[config.mk]
export PLATFORM = sky130hd
export DESIGN_NAME = two_addr_useq_ctrl
export DESIGN_NICKNAME = d
export VERILOG_FILES = /design/src/rtl/two_addr_useq_ctrl.sv
export SDC_FILE = /design/constraint.sdc
export NUM_CORES = 1
export LEC_CHECK = 0
export BUFFER_PORTS_ARGS = -buffer_cell sky130_fd_sc_hd__clkbuf_2
export CAP_MARGIN = 5
export CORE_AREA = 2 2 114 116
export CTS_CLUSTER_SIZE = 25
export DETAILED_ROUTE_END_ITERATION = 6
export DIE_AREA = 0 0 116 118
export GPL_ROUTABILITY_DRIVEN = 0
export HOLD_SLACK_MARGIN = 0.06
export PLACE_DENSITY = 0.63
export SYNTH_ARGS = -nofsm -noshare
export SYNTH_HDL_FRONTEND = slang
export SYNTH_SLANG_ARGS = --single-unit
[constraint.sdc]
create_clock -name clk -period 2.3 [get_ports clk]
set_input_delay 0.46 -clock clk [delete_from_list [all_inputs] [get_ports clk]]
set_output_delay 0.46 -clock clk [all_outputs]
set_load 0.005 [all_outputs]
[src/rtl/two_addr_useq_ctrl.sv]
// Two-address microcode sequencer: writable store, per-step condition picks next address A or B.
// Optional watchdog step limit is compiled in when USEQ_WDOG_EN is defined.
module two_addr_useq_ctrl #(
  parameter int ADDR_W     = 3,
  parameter int CTRL_W     = 8,
  parameter int NCOND      = 4,
  parameter int START_ADDR = 0,
  parameter int MAX_STEPS  = 64,
  localparam int CSEL_W    = (NCOND > 1) ? $clog2(NCOND) : 1,
  localparam int W         = CTRL_W + CSEL_W + 2 * ADDR_W + 1
) (
  input  logic              clk,
  input  logic              rst_n,
  input  logic              start,
  input  logic              stall,
  input  logic [NCOND-1:0]  cond,
  input  logic              cfg_we,
  input  logic [ADDR_W-1:0] cfg_addr,
  input  logic [W-1:0]      cfg_wdata,
  output logic              busy,
  output logic              done,
  output logic              err,
  output logic              step_en,
  output logic [CTRL_W-1:0] ctrl_out,
  output logic [ADDR_W-1:0] upc
);

  typedef enum logic [1:0] {IDLE, RUN, DONE} state_t;

  state_t            state, state_nx;
  logic [ADDR_W-1:0] upc_q, upc_nx;
  logic              err_q, err_nx;
  logic              wdog_hit;

  logic [W-1:0]      store [2**ADDR_W];
  logic [W-1:0]      word;
  logic [CTRL_W-1:0] w_ctrl;
  logic [CSEL_W-1:0] w_csel;
  logic [ADDR_W-1:0] w_a, w_b;
  logic              w_last;
  logic [2**CSEL_W-1:0] cond_ext;

  assign word = store[upc_q];
  assign {w_ctrl, w_csel, w_a, w_b, w_last} = word;
  assign upc  = upc_q;
  assign err  = err_q;

  // Zero padding makes any csel >= NCOND select a constant 0 (address A).
  always_comb begin
    cond_ext = '0;
    cond_ext[NCOND-1:0] = cond;
  end

  // Store has no reset; only the host may write it, and only while idle.
  always_ff @(posedge clk) begin
    if (cfg_we && state == IDLE)
      store[cfg_addr] <= cfg_wdata;
  end

`ifdef USEQ_WDOG_EN
  localparam int CNT_W = $clog2(MAX_STEPS + 1);
  logic [CNT_W-1:0] cnt_q;

  always_ff @(posedge clk or negedge rst_n) begin
    if (!rst_n)
      cnt_q <= '0;
    else if (state == IDLE && start)
      cnt_q <= '0;
    else if (step_en)
      cnt_q <= cnt_q + 1'b1;
  end

  // True on the commit that would bring the count up to MAX_STEPS.
  assign wdog_hit = (cnt_q == CNT_W'(MAX_STEPS - 1));
`else
  // Watchdog compiled out: never fires.
  assign wdog_hit = (MAX_STEPS < 0);
`endif

  always_ff @(posedge clk or negedge rst_n) begin
    if (!rst_n) begin
      state <= IDLE;
      upc_q <= '0;
      err_q <= 1'b0;
    end else begin
      state <= state_nx;
      upc_q <= upc_nx;
      err_q <= err_nx;
    end
  end

  always_comb begin
    state_nx = state;
    upc_nx   = upc_q;
    err_nx   = err_q;
    busy     = 1'b0;
    done     = 1'b0;
    step_en  = 1'b0;
    ctrl_out = '0;
    case (state)
      IDLE: begin
        if (start) begin
          state_nx = RUN;
          upc_nx   = ADDR_W'(START_ADDR);
        end
      end
      RUN: begin
        busy     = 1'b1;
        ctrl_out = w_ctrl;
        if (!stall) begin
          step_en = 1'b1;
          if (w_last) begin
            state_nx = DONE;
          end else if (wdog_hit) begin
            state_nx = DONE;
            err_nx   = 1'b1;
          end else begin
            upc_nx = cond_ext[w_csel] ? w_b : w_a;
          end
        end
      end
      DONE: begin
        busy     = 1'b1;
        done     = 1'b1;
        err_nx   = 1'b0;
        state_nx = IDLE;
      end
      default: state_nx = IDLE;
    endcase
  end

endmodule

==> results.toml, run 1 <==
[status]
outcome = "complete, but fails checks"
violations = "setup timing"

[detailed_routing]
routed_wl_mm = 10.5
via_per_inst = 5.16
post_drt_wl_per_cell_microns = 20.6
drc = 0
ant_nets = 0
drt_iter0_drc = 197
dr.pass1.iters = 4
dr_total_vias = 2625

[worst_setup_path]
cp_data_required_time_ps = 1840
cp-end-kind = "output pin"
cpLargestDelayFamily = "multiplexers"
cp_data_arrival_time_ps = 1930
cpPeakStageDelay_ps = 520
crit_chain = "buf_12 -> mux4_2 -> mux2i_2 -> nor2_1 -> clkbuf_2"
critPathKind = "reg -> out"
cp.buffers_inverters = 2
rr_worst_depth = 8
crit_fanout = 6
reg2reg_setup_slack_ps = -50
cp-start-kind = "flop"
r2r-start = "upc[0]$_DFFE_PN0P_"
r2r_end = "upc[2]$_DFFE_PN0P_"
crit_slowest_cell = "dfrtp_4"

[placement]
hpwl_mm = 5.92
numPortBuffers = 42
placed_area_sq_um = 6070

[clock_network]
clockBufferDepth = 2
cts-buffers-inserted = 17
cts_tree = "built"
clock-sinks = 141
clk_pin_slew_ps = 60
cts_root_buf = "clkbuf_16"
htreeDepth = 4
clk_latency_ps = 410

[layout]
final_common_cell = "edfxtp_1"
design_area_sq_um = 6720
final_util = 0.541
drive_above_1_share = 0.404
antennaDiodeCount = 0
final_nets = 358
nFillCells = 974
syn2layout_area_growth_pct = 21.3
final_cell_mix = "136 x edfxtp_1, 42 x clkbuf_2, 31 x mux4_2"

[power]
peakVddDrop_v = 0.000454
cellLeakagePower_nw = 2.25
seqPwrFrac = 0.442
finalPower_mw = 6.81
p_sw_frac = 0.251
pwr_density_cell_nw_per_um2 = 1010
p_int_mw = 5.10
p_clk_frac = 0.364
power.switching_mw = 1.71
combPwrFrac = 0.194

[sta]
layout_setup_ws_ps = -92.4
timing.fmax_ghz = 0.418
period_needed_ps = 2390
maxSlewViolCount = 0
fin_tns_setup_ps = -523
finalClockSkew_ps = 3.73
hold_slack_ps = 319
setup_violations = 11
finalCritPeriodShare = 1.04
hold_viol = 0
rsz0062_at_grt = "yes"

[global_route]
use_met3 = 0.0494
grt_pass1_wl_mm = 16.3
top_usage_layer = "met2"
overflow = 0
grt_pass1_vias = 2765
use_met2 = 0.258
gr-usage-all-layers = 0.170
grt_max_degree = 29
grt_use_met1 = 0.232
grt_antenna_before_repair = 0

[yosys]
synth_top_area_frac = 0.737
ys.warnings.count = 0
yosys_register_bits = 141
yosys-top-cells-area = "edfxtp_1 74%, mux4_2 13%, mux2i_1 4.5%, dfrtp_1 2.3%, ha_1 1.1%"
synth_largest_area_cell = "edfxtp_1"
syn_nets = 287
synth_cell_type_count = 23
syn_inst = 253
ys_seq_area_frac = 0.760
syn_area_sq_um = 5540
syn-mean-instance-area_sq_um = 21.9

[min_path]
holdCritStartpoint = "cfg_wdata[16]"
hold_path_class = "in -> reg"
whs_path_depth = 1
min_to = "store[0][16]$_DFFE_PP_"

[floorplanning]
io_pins = 44
start_util = 0.446
die_h_microns = 118
fp.dieW_microns = 116
rows = 41
die_area_sq_um = 13700
core_area_sq_um = 12400

[job]
maxCapViolations = 0
[worst max path at each step]
| stage | startpoint | endpoint | slack (ps) | cells past startpoint |
|---|---|---|---|---|
| floorplan | upc[0]$_DFFE_PN0P_ | ctrl_out[5] | 100 | 6 |
| global placement | upc[0]$_DFFE_PN0P_ | ctrl_out[2] | 80 | 5 |
| detailed placement | upc[0]$_DFFE_PN0P_ | upc[2]$_DFFE_PN0P_ | 4 | 5 |
| CTS | upc[0]$_DFFE_PN0P_ | ctrl_out[2] | -130 | 5 |
| global route | upc[0]$_DFFE_PN0P_ | ctrl_out[6] | -160 | 5 |
| finish | upc[0]$_DFFE_PN0P_ | ctrl_out[2] | -90 | 5 |
[layout make-up]
class	count	area, sq um	area share
clock inverters	14	121	0.0181
inverters	4	15.0	0.00224
multi-input cells	97	1280	0.191
repair buffers	63	439	0.0654
well taps	172	215	0.0320
clock buffers	18	429	0.0639
flip-flops and latches	141	4210	0.627
[metrics by stage]
stage,cells,setup WS (ps)
after CTS,509,-129
after global routing,509,-165
final,509,-92.4
after global placement,471,79.9
after detailed placement,471,4.27
after floorplan,253,100
[worst reg2reg max path, stage by stage, from the launching register on]
cell and delay, ps:
dfrtp_4 560, buf_6 200, mux2i_1 130, mux4_2 530, mux2i_2 190, mux2i_2 150
buf_4 160, mux2i_1 240, a22o_1 150
[synth_stat cells]
master,number
a22o_1,4
buf_1,1
buf_2,6
buf_4,2
buf_6,1
clkbuf_1,1
conb_1,1
dfrtp_1,5
edfxtp_1,136
ha_1,5
inv_1,4
mux2_2,2
mux2i_1,25
mux2i_2,1
mux4_1,2
mux4_2,31
nand2_1,1
nand2b_1,2
nand3_1,1
nand3b_1,1
nor2_1,16
nor3_1,2
o21ai_0,3
[logic make-up (layout without fill, tap and decap cells)]
family          after synthesis  count (layout)  synth area share
compound gates                7               7           0.00903
fa+ha+maj                     5               5            0.0113
buf+inv                      15              99            0.0142
flops                       141             141             0.760
mux                          61              61             0.187
other cells                   1               1          0.000677
simple gates                 23              23            0.0178
[power groups by stage]
stage               sequential (mW)  clock [mW]  combinational (mW)
global placement               3.06           0                1.21
floorplan                      3.03           0               0.841
detailed placement             3.07           0                1.23
global route                   3.02        2.63                1.45
finish                         3.01        2.48                1.32
CTS                            3.01        2.52                1.34
[sequential cells by signal, summed over array words and instances, names as in the netlist]
| register | cells |
|---|---|
| upc | 3 |
| state | 2 |
| store | 136 |
[per-layer routing]
| metal | vias up | share of wire |
|---|---|---|
| met2 | 69 | 0.50 |
| met1 | 1353 | 0.44 |
| met3 | 15 | 0.041 |
| met5 | - | 0 |
| met4 | 0 | 0.015 |
| li1 | 1188 | - |
[what timing repair did]
action	in CTS	in global routing
setup endpoints to repair	9	13
hold buffers	1	0
resized for setup	4	3
setup buffers	3	0
endpoints found under the hold margin	5	0
pin swaps	0	2
gates cloned	2	0
No activity file was read; power rests on OpenSTA's default activity.
==> run 2: changes to the inputs <==
==> config.mk (replaced) <==
export PLATFORM = sky130hd
export DESIGN_NAME = two_addr_useq_ctrl
export DESIGN_NICKNAME = d
export VERILOG_FILES = /design/src/rtl/two_addr_useq_ctrl.sv
export SDC_FILE = /design/constraint.sdc
export NUM_CORES = 1
export LEC_CHECK = 0
export ABC_AREA = 1
export BUFFER_PORTS_ARGS = -buffer_cell sky130_fd_sc_hd__clkbuf_2
export CAP_MARGIN = 5
export CORE_AREA = 2 2 117 119
export CTS_CLUSTER_DIAMETER = 30
export CTS_CLUSTER_SIZE = 25
export DETAILED_ROUTE_END_ITERATION = 6
export DIE_AREA = 0 0 119 121
export GPL_ROUTABILITY_DRIVEN = 0
export HOLD_SLACK_MARGIN = 0.06
export PLACE_DENSITY = 0.62
export SLEW_MARGIN = 20
export SYNTH_ARGS = -nofsm -noshare
export SYNTH_HDL_FRONTEND = slang
export SYNTH_SLANG_ARGS = --single-unit
==> run 2 against run 1 <==
Compared with the run above: the run now ends clean; core utilization is 0.10 points higher; hold slack worse by 4.9 ps; clock power is 9.7% higher; critical path type unchanged; highest routed layer unchanged.
==> results.toml, run 2 <==
[power]
pwr_density_cell_nw_per_um2 = 1260
cellLeakagePower_nw = 2.65
finalPower_mw = 8.94
peakVddDrop_v = 0.000724

[worst_setup_path]
cp-start-kind = "flop"
rr_worst_depth = 12
cp_data_required_time_ps = 1840
r2r-start = "upc[0]$_DFFE_PN0P_"
cp_data_arrival_time_ps = 1790
r2r_end = "upc[2]$_DFFE_PN0P_"
crit_fanout = 11
cp-end-kind = "output pin"
critPathKind = "reg -> out"
reg2reg_setup_slack_ps = 370

[yosys]
ys.flop_type = "edfxtp_1"
ys.warnings.count = 0
synth_edf_count = 136
yosys-top-cells-area = "edfxtp_1 70%, nor2_1 4.9%, nand2_1 4.5%, o21ai_0 3.5%, nand3_1 2.2%"
synth_top_area_frac = 0.698
synthTopCellsByCount = "136 x edfxtp_1, 76 x nor2_1, 70 x nand2_1"
synth_cell_type_count = 30
syn-mean-instance-area_sq_um = 12.5
async_flop_share = 0.0355
yosys_register_bits = 141
yosysMostFrequentCell = "edfxtp_1"
syn_nets = 503
synth_largest_area_cell = "edfxtp_1"
ys_seq_area_frac = 0.720
syn_area_sq_um = 5850
syn_inst = 469

[min_path]
holdCritStartpoint = "cfg_wdata[5]"
whs_path_depth = 1
hold_path_class = "in -> reg"
min_to = "store[3][5]$_DFFE_PP_"

[layout]
largest_reg_flops = 136
drive_above_1_share = 0.232
top_register = "store"
multiInputGateArea_sq_um = 1370
stdcell_count = 724
final_nets = 569
final_common_cell = "edfxtp_1"
final-seq-area_sq_um = 4210
final_cell_mix = "136 x edfxtp_1, 72 x nor2_1, 70 x nand2_1"
final_util = 0.542
nFillCells = 1084
syn2layout_area_growth_pct = 21.3
antennaDiodeCount = 0

[detailed_routing]
dr.pass1.iters = 5
routed_wl_mm = 13.5
drc = 0
post_drt_wl_per_cell_microns = 18.6
drt_iter0_drc = 334
via_per_inst = 5.36
ant_nets = 0
dr_total_vias = 3882

[sta]
hold_viol = 0
finalClockSkew_ps = 8.77
maxSlewViolCount = 0
period_needed_ps = 2250
setup_violations = 0
finalCritPeriodShare = 0.979
timing.fmax_ghz = 0.444
rsz0062_at_grt = "yes"
layout_setup_ws_ps = 48.0

[global_route]
grt_antenna_before_repair = 0
grt_max_degree = 47
gr-usage-all-layers = 0.186
grt_pass1_wl_mm = 19.8
grt_pass1_vias = 3689
overflow = 0

[job]
maxCapViolations = 0

[floorplanning]
core_area_sq_um = 13100
die_area_sq_um = 14400
io_pins = 44
start_util = 0.447
rows = 42
die_h_microns = 121
fp.dieW_microns = 119

[placement]
hpwl_mm = 7.24
pre_cts_ws_ps = 391
numPortBuffers = 42
dp.cells = 678

[clock_network]
clk_pin_slew_ps = 60
clock-sinks = 141
htreeDepth = 4
clk_latency_ps = 420
clockBufferDepth = 2
cts_tree = "built"
cts_root_buf = "clkbuf_16"
cts-buffers-inserted = 17

[status]
outcome = "finished clean"
## run 2: changes by cell type after synthesis, moves of 8 or more
cell / previous run / this run
a21oi_1: 0 / 13
a31oi_1: 0 / 8
inv_1: 4 / 16
mux2i_1: 25 / 0
mux4_2: 31 / 0
nand2_1: 1 / 70
nand3_1: 1 / 26
nor2_1: 16 / 76
o21ai_0: 3 / 41
o21ai_1: 0 / 8
o22ai_1: 0 / 8
## run 2: cells by family (layout without fill, tap and decap cells)
family,count (synthesis),count (layout),share of synthesized area
simple gates,185,185,0.134
flops,141,141,0.720
compound gates,90,90,0.0877
buf+inv,47,126,0.0471
fa+ha+maj,5,5,0.0107
other cells,1,1,0.000641
## run 2: worst max-delay path by stage
stage	start	to	cells after the start
2_1_floorplan	state[0]$_DFFE_PN0P_	store[0][0]$_DFFE_PP_	4
3_3_place_gp	upc[0]$_DFFE_PN0P_	ctrl_out[2]	6
3_5_place_dp	upc[0]$_DFFE_PN0P_	ctrl_out[1]	6
4_1_cts	state[1]$_DFFE_PN0P_	ctrl_out[0]	6
5_1_grt	upc[0]$_DFFE_PN0P_	ctrl_out[0]	7
6_report	upc[0]$_DFFE_PN0P_	ctrl_out[3]	7
## run 2: layer usage
layer / global-route usage / routed length [microns] / vias to the layer above
li1: - / - / 1811
met1: 0.241 / 5730 / 1857
met2: 0.299 / 6490 / 186
met3: 0.0465 / 945 / 28
met4: 0.0811 / 328 / 0
met5: 0 / 0 / -
## run 2: repair_timing
item,4_1_cts,5_1_grt
endpoints found under the hold margin,5,0
cloned,1,7
hold buffers,1,0
buffers inserted,0,5
setup endpoints to repair,7,7
pin swaps,0,4
gates resized for setup,5,30
## run 2: metrics by stage
stage                     instance area (sq um)  hold WS (ps)  TNS [ps]
final                                      7090           315         0
after CTS                                  6900           294         0
after floorplan                            5850           164         0
after detailed placement                   6250           298         0
after global routing                       7090           322     -47.3
after global placement                     6250           291         0
## run 2: cell type report
cell class | count | area share
clock buffer | 17 | 0.0600
clock inverter | 15 | 0.0243
inverter | 20 | 0.0131
multi-input combinational | 281 | 0.193
sequential | 141 | 0.594
tap | 176 | 0.0310
timing repair buffer | 71 | 0.0790
timing repair inverter | 3 | 0.00511
## run 2: report_power, final
| part | total [mW] | internal, mW | switching [mW] |
|---|---|---|---|
| Combinational | 3.20 | 1.22 | 1.99 |
| Clock | 2.72 | 1.70 | 1.02 |
| Sequential | 3.02 | 2.95 | 0.0661 |
| Total | 8.94 | 5.87 | 3.08 |
## run 2: worst max-delay path: stages, from the launching register on
cell	delay, ps
dfrtp_4	500
buf_6	160
inv_8	90
nor2_1	40
o22ai_1	150
o21ai_1	80
a31oi_1	200
buf_2	150
==> run 3: changes to the inputs <==
--- a/config.mk
+++ b/config.mk
@@ -6,7 +6,7 @@
 export NUM_CORES = 1
 export LEC_CHECK = 0
 export ABC_AREA = 1
-export BUFFER_PORTS_ARGS = -buffer_cell sky130_fd_sc_hd__clkbuf_2
+export BUFFER_PORTS_ARGS = -buffer_cell sky130_fd_sc_hd__buf_2
 export CAP_MARGIN = 5
 export CORE_AREA = 2 2 117 119
 export CTS_CLUSTER_DIAMETER = 30
==> run 3 against run 2 <==
Compared with the run above: setup slack improved by 9.8 ps; hold slack got worse by 13 ps; flip-flop and latch count did not move; die area did not move; critical endpoint is now ctrl_out[7]; critical path type unchanged; clock-buffer cell count rose by 3; critical path depth fell by 1; clock power fell by 9.2%; first-iteration DRC count fell by 17%; clock skew barely moved; largest power group is now registers; cell count fell by 1.1%; sequential share of layout area rose by 1.5 points.
==> results.toml, run 3 (synthesis gave the netlist of run 2 again) <==
[layout]
syn2layout_area_growth_pct = 18.3
final_cell_mix = "136 x edfxtp_1, 74 x nor2_1, 70 x nand2_1"
top_register = "store"
final_common_cell = "edfxtp_1"
drive_above_1_share = 0.211
antennaDiodeCount = 0
nFillCells = 1108
largest_reg_flops = 136
final_nets = 561

[sta]
maxSlewViolCount = 0
hold_slack_ps = 301
setup_violations = 0
finalClockSkew_ps = 8.55
rsz0062_at_grt = "yes"
hold_viol = 0
period_needed_ps = 2240
finalCritPeriodShare = 0.975
timing.fmax_ghz = 0.446
fin_tns_setup_ps = 0

[detailed_routing]
routed_wl_mm = 13.4
drt_iter0_drc = 277
post_drt_wl_per_cell_microns = 18.7
via_per_inst = 5.37
dr.pass1.iters = 5
drc = 0
ant_nets = 0
dr_total_vias = 3845

[worst_setup_path]
cp_data_arrival_time_ps = 1780
cp_data_required_time_ps = 1840
crit_fanout = 18
critPathKind = "reg -> out"
cp-end-kind = "output pin"
cp-start-kind = "flop"

[global_route]
overflow = 0
gr-usage-all-layers = 0.191
grt_antenna_before_repair = 0
grt_max_degree = 49
grt_pass1_vias = 3780
grt_pass1_wl_mm = 20.1

[power]
peakVddDrop_v = 0.000857
pwr_density_cell_nw_per_um2 = 1230
finalPower_mw = 8.49
cellLeakagePower_nw = 2.57

[floorplanning]
die_area_sq_um = 14400
core_area_sq_um = 13100
rows = 42
fp.dieW_microns = 119
start_util = 0.447
io_pins = 44
die_h_microns = 121

[clock_network]
clockBufferDepth = 2
cts-buffers-inserted = 17
cts_tree = "built"
clk_latency_ps = 430
htreeDepth = 4
clock-sinks = 141
cts_root_buf = "clkbuf_16"
clk_pin_slew_ps = 60

[status]
outcome = "finished clean"

[placement]
numPortBuffers = 42
hpwl_mm = 7.16

[min_path]
hold_path_class = "in -> reg"

[job]
maxCapViolations = 0
-- run 3: power by group --
part	switching [mW]	leakage [nW]	total, mW	internal [mW]
clock	1.00	0.255	2.47	1.47
sequential	0.0801	1.29	3.03	2.95
combinational	1.89	1.02	2.99	1.10
-- run 3: path summary, 6_finish.rpt --
path,start,end,slack [ps],cells past startpoint
setup / recovery,upc[0]$_DFFE_PN0P_,ctrl_out[7],60,6
hold / removal,cfg_wdata[4],store[2][4]$_DFFE_PP_,300,1
setup reg to reg,upc[0]$_DFFE_PN0P_,upc[2]$_DFFE_PN0P_,370,13
hold reg to reg,state[1]$_DFFE_PN0P_,state[1]$_DFFE_PN0P_,600,2
max in group asynchronous,rst_n,upc[0]$_DFFE_PN0P_,1760,2
min in group asynchronous,rst_n,state[1]$_DFFE_PN0P_,380,2
-- run 3: area by class of cell --
class	count	area, sq um	share of cell area
timing repair inverter	1	8.76	0.00127
sequential	141	4210	0.609
clock buffer	20	437	0.0631
timing repair buffer	65	485	0.0702
inverter	20	90.1	0.0130
tap	176	220	0.0318
multi-input combinational	281	1370	0.198
clock inverter	12	97.6	0.0141
-- run 3: stage by stage --
stage	setup WS (ps)	cells	cell area, sq um	utilization
5_1_grt	-34.5	716	6920	0.529
6_report	57.8	716	6920	0.529
3_5_place_dp	391	676	6230	0.476
2_1_floorplan	351	469	5850	-
3_3_place_gp	416	676	6230	0.476
4_1_cts	-10.5	710	6810	0.521
-- run 3: per-layer routing --
layer	share of wire	track usage
met5	0	0
met2	0.47	0.304
met4	0.023	0.0826
met1	0.42	0.244
met3	0.081	0.0583
-- run 3: critical path, cell delays in order (launching register included) --
cell,delay [ps]
dfrtp_2,490
buf_12,190
o21ai_1,90
o22ai_1,150
o21ai_1,80
a31oi_1,190
buf_2,160
-- run 3: repair_timing --
item	CTS	global route
gates resized for setup	2	15
hold buffers	1	0
endpoints found under the setup margin	7	8
gates cloned	1	3
setup buffers	0	3
pin swaps	0	3
hold endpoints to repair	5	0
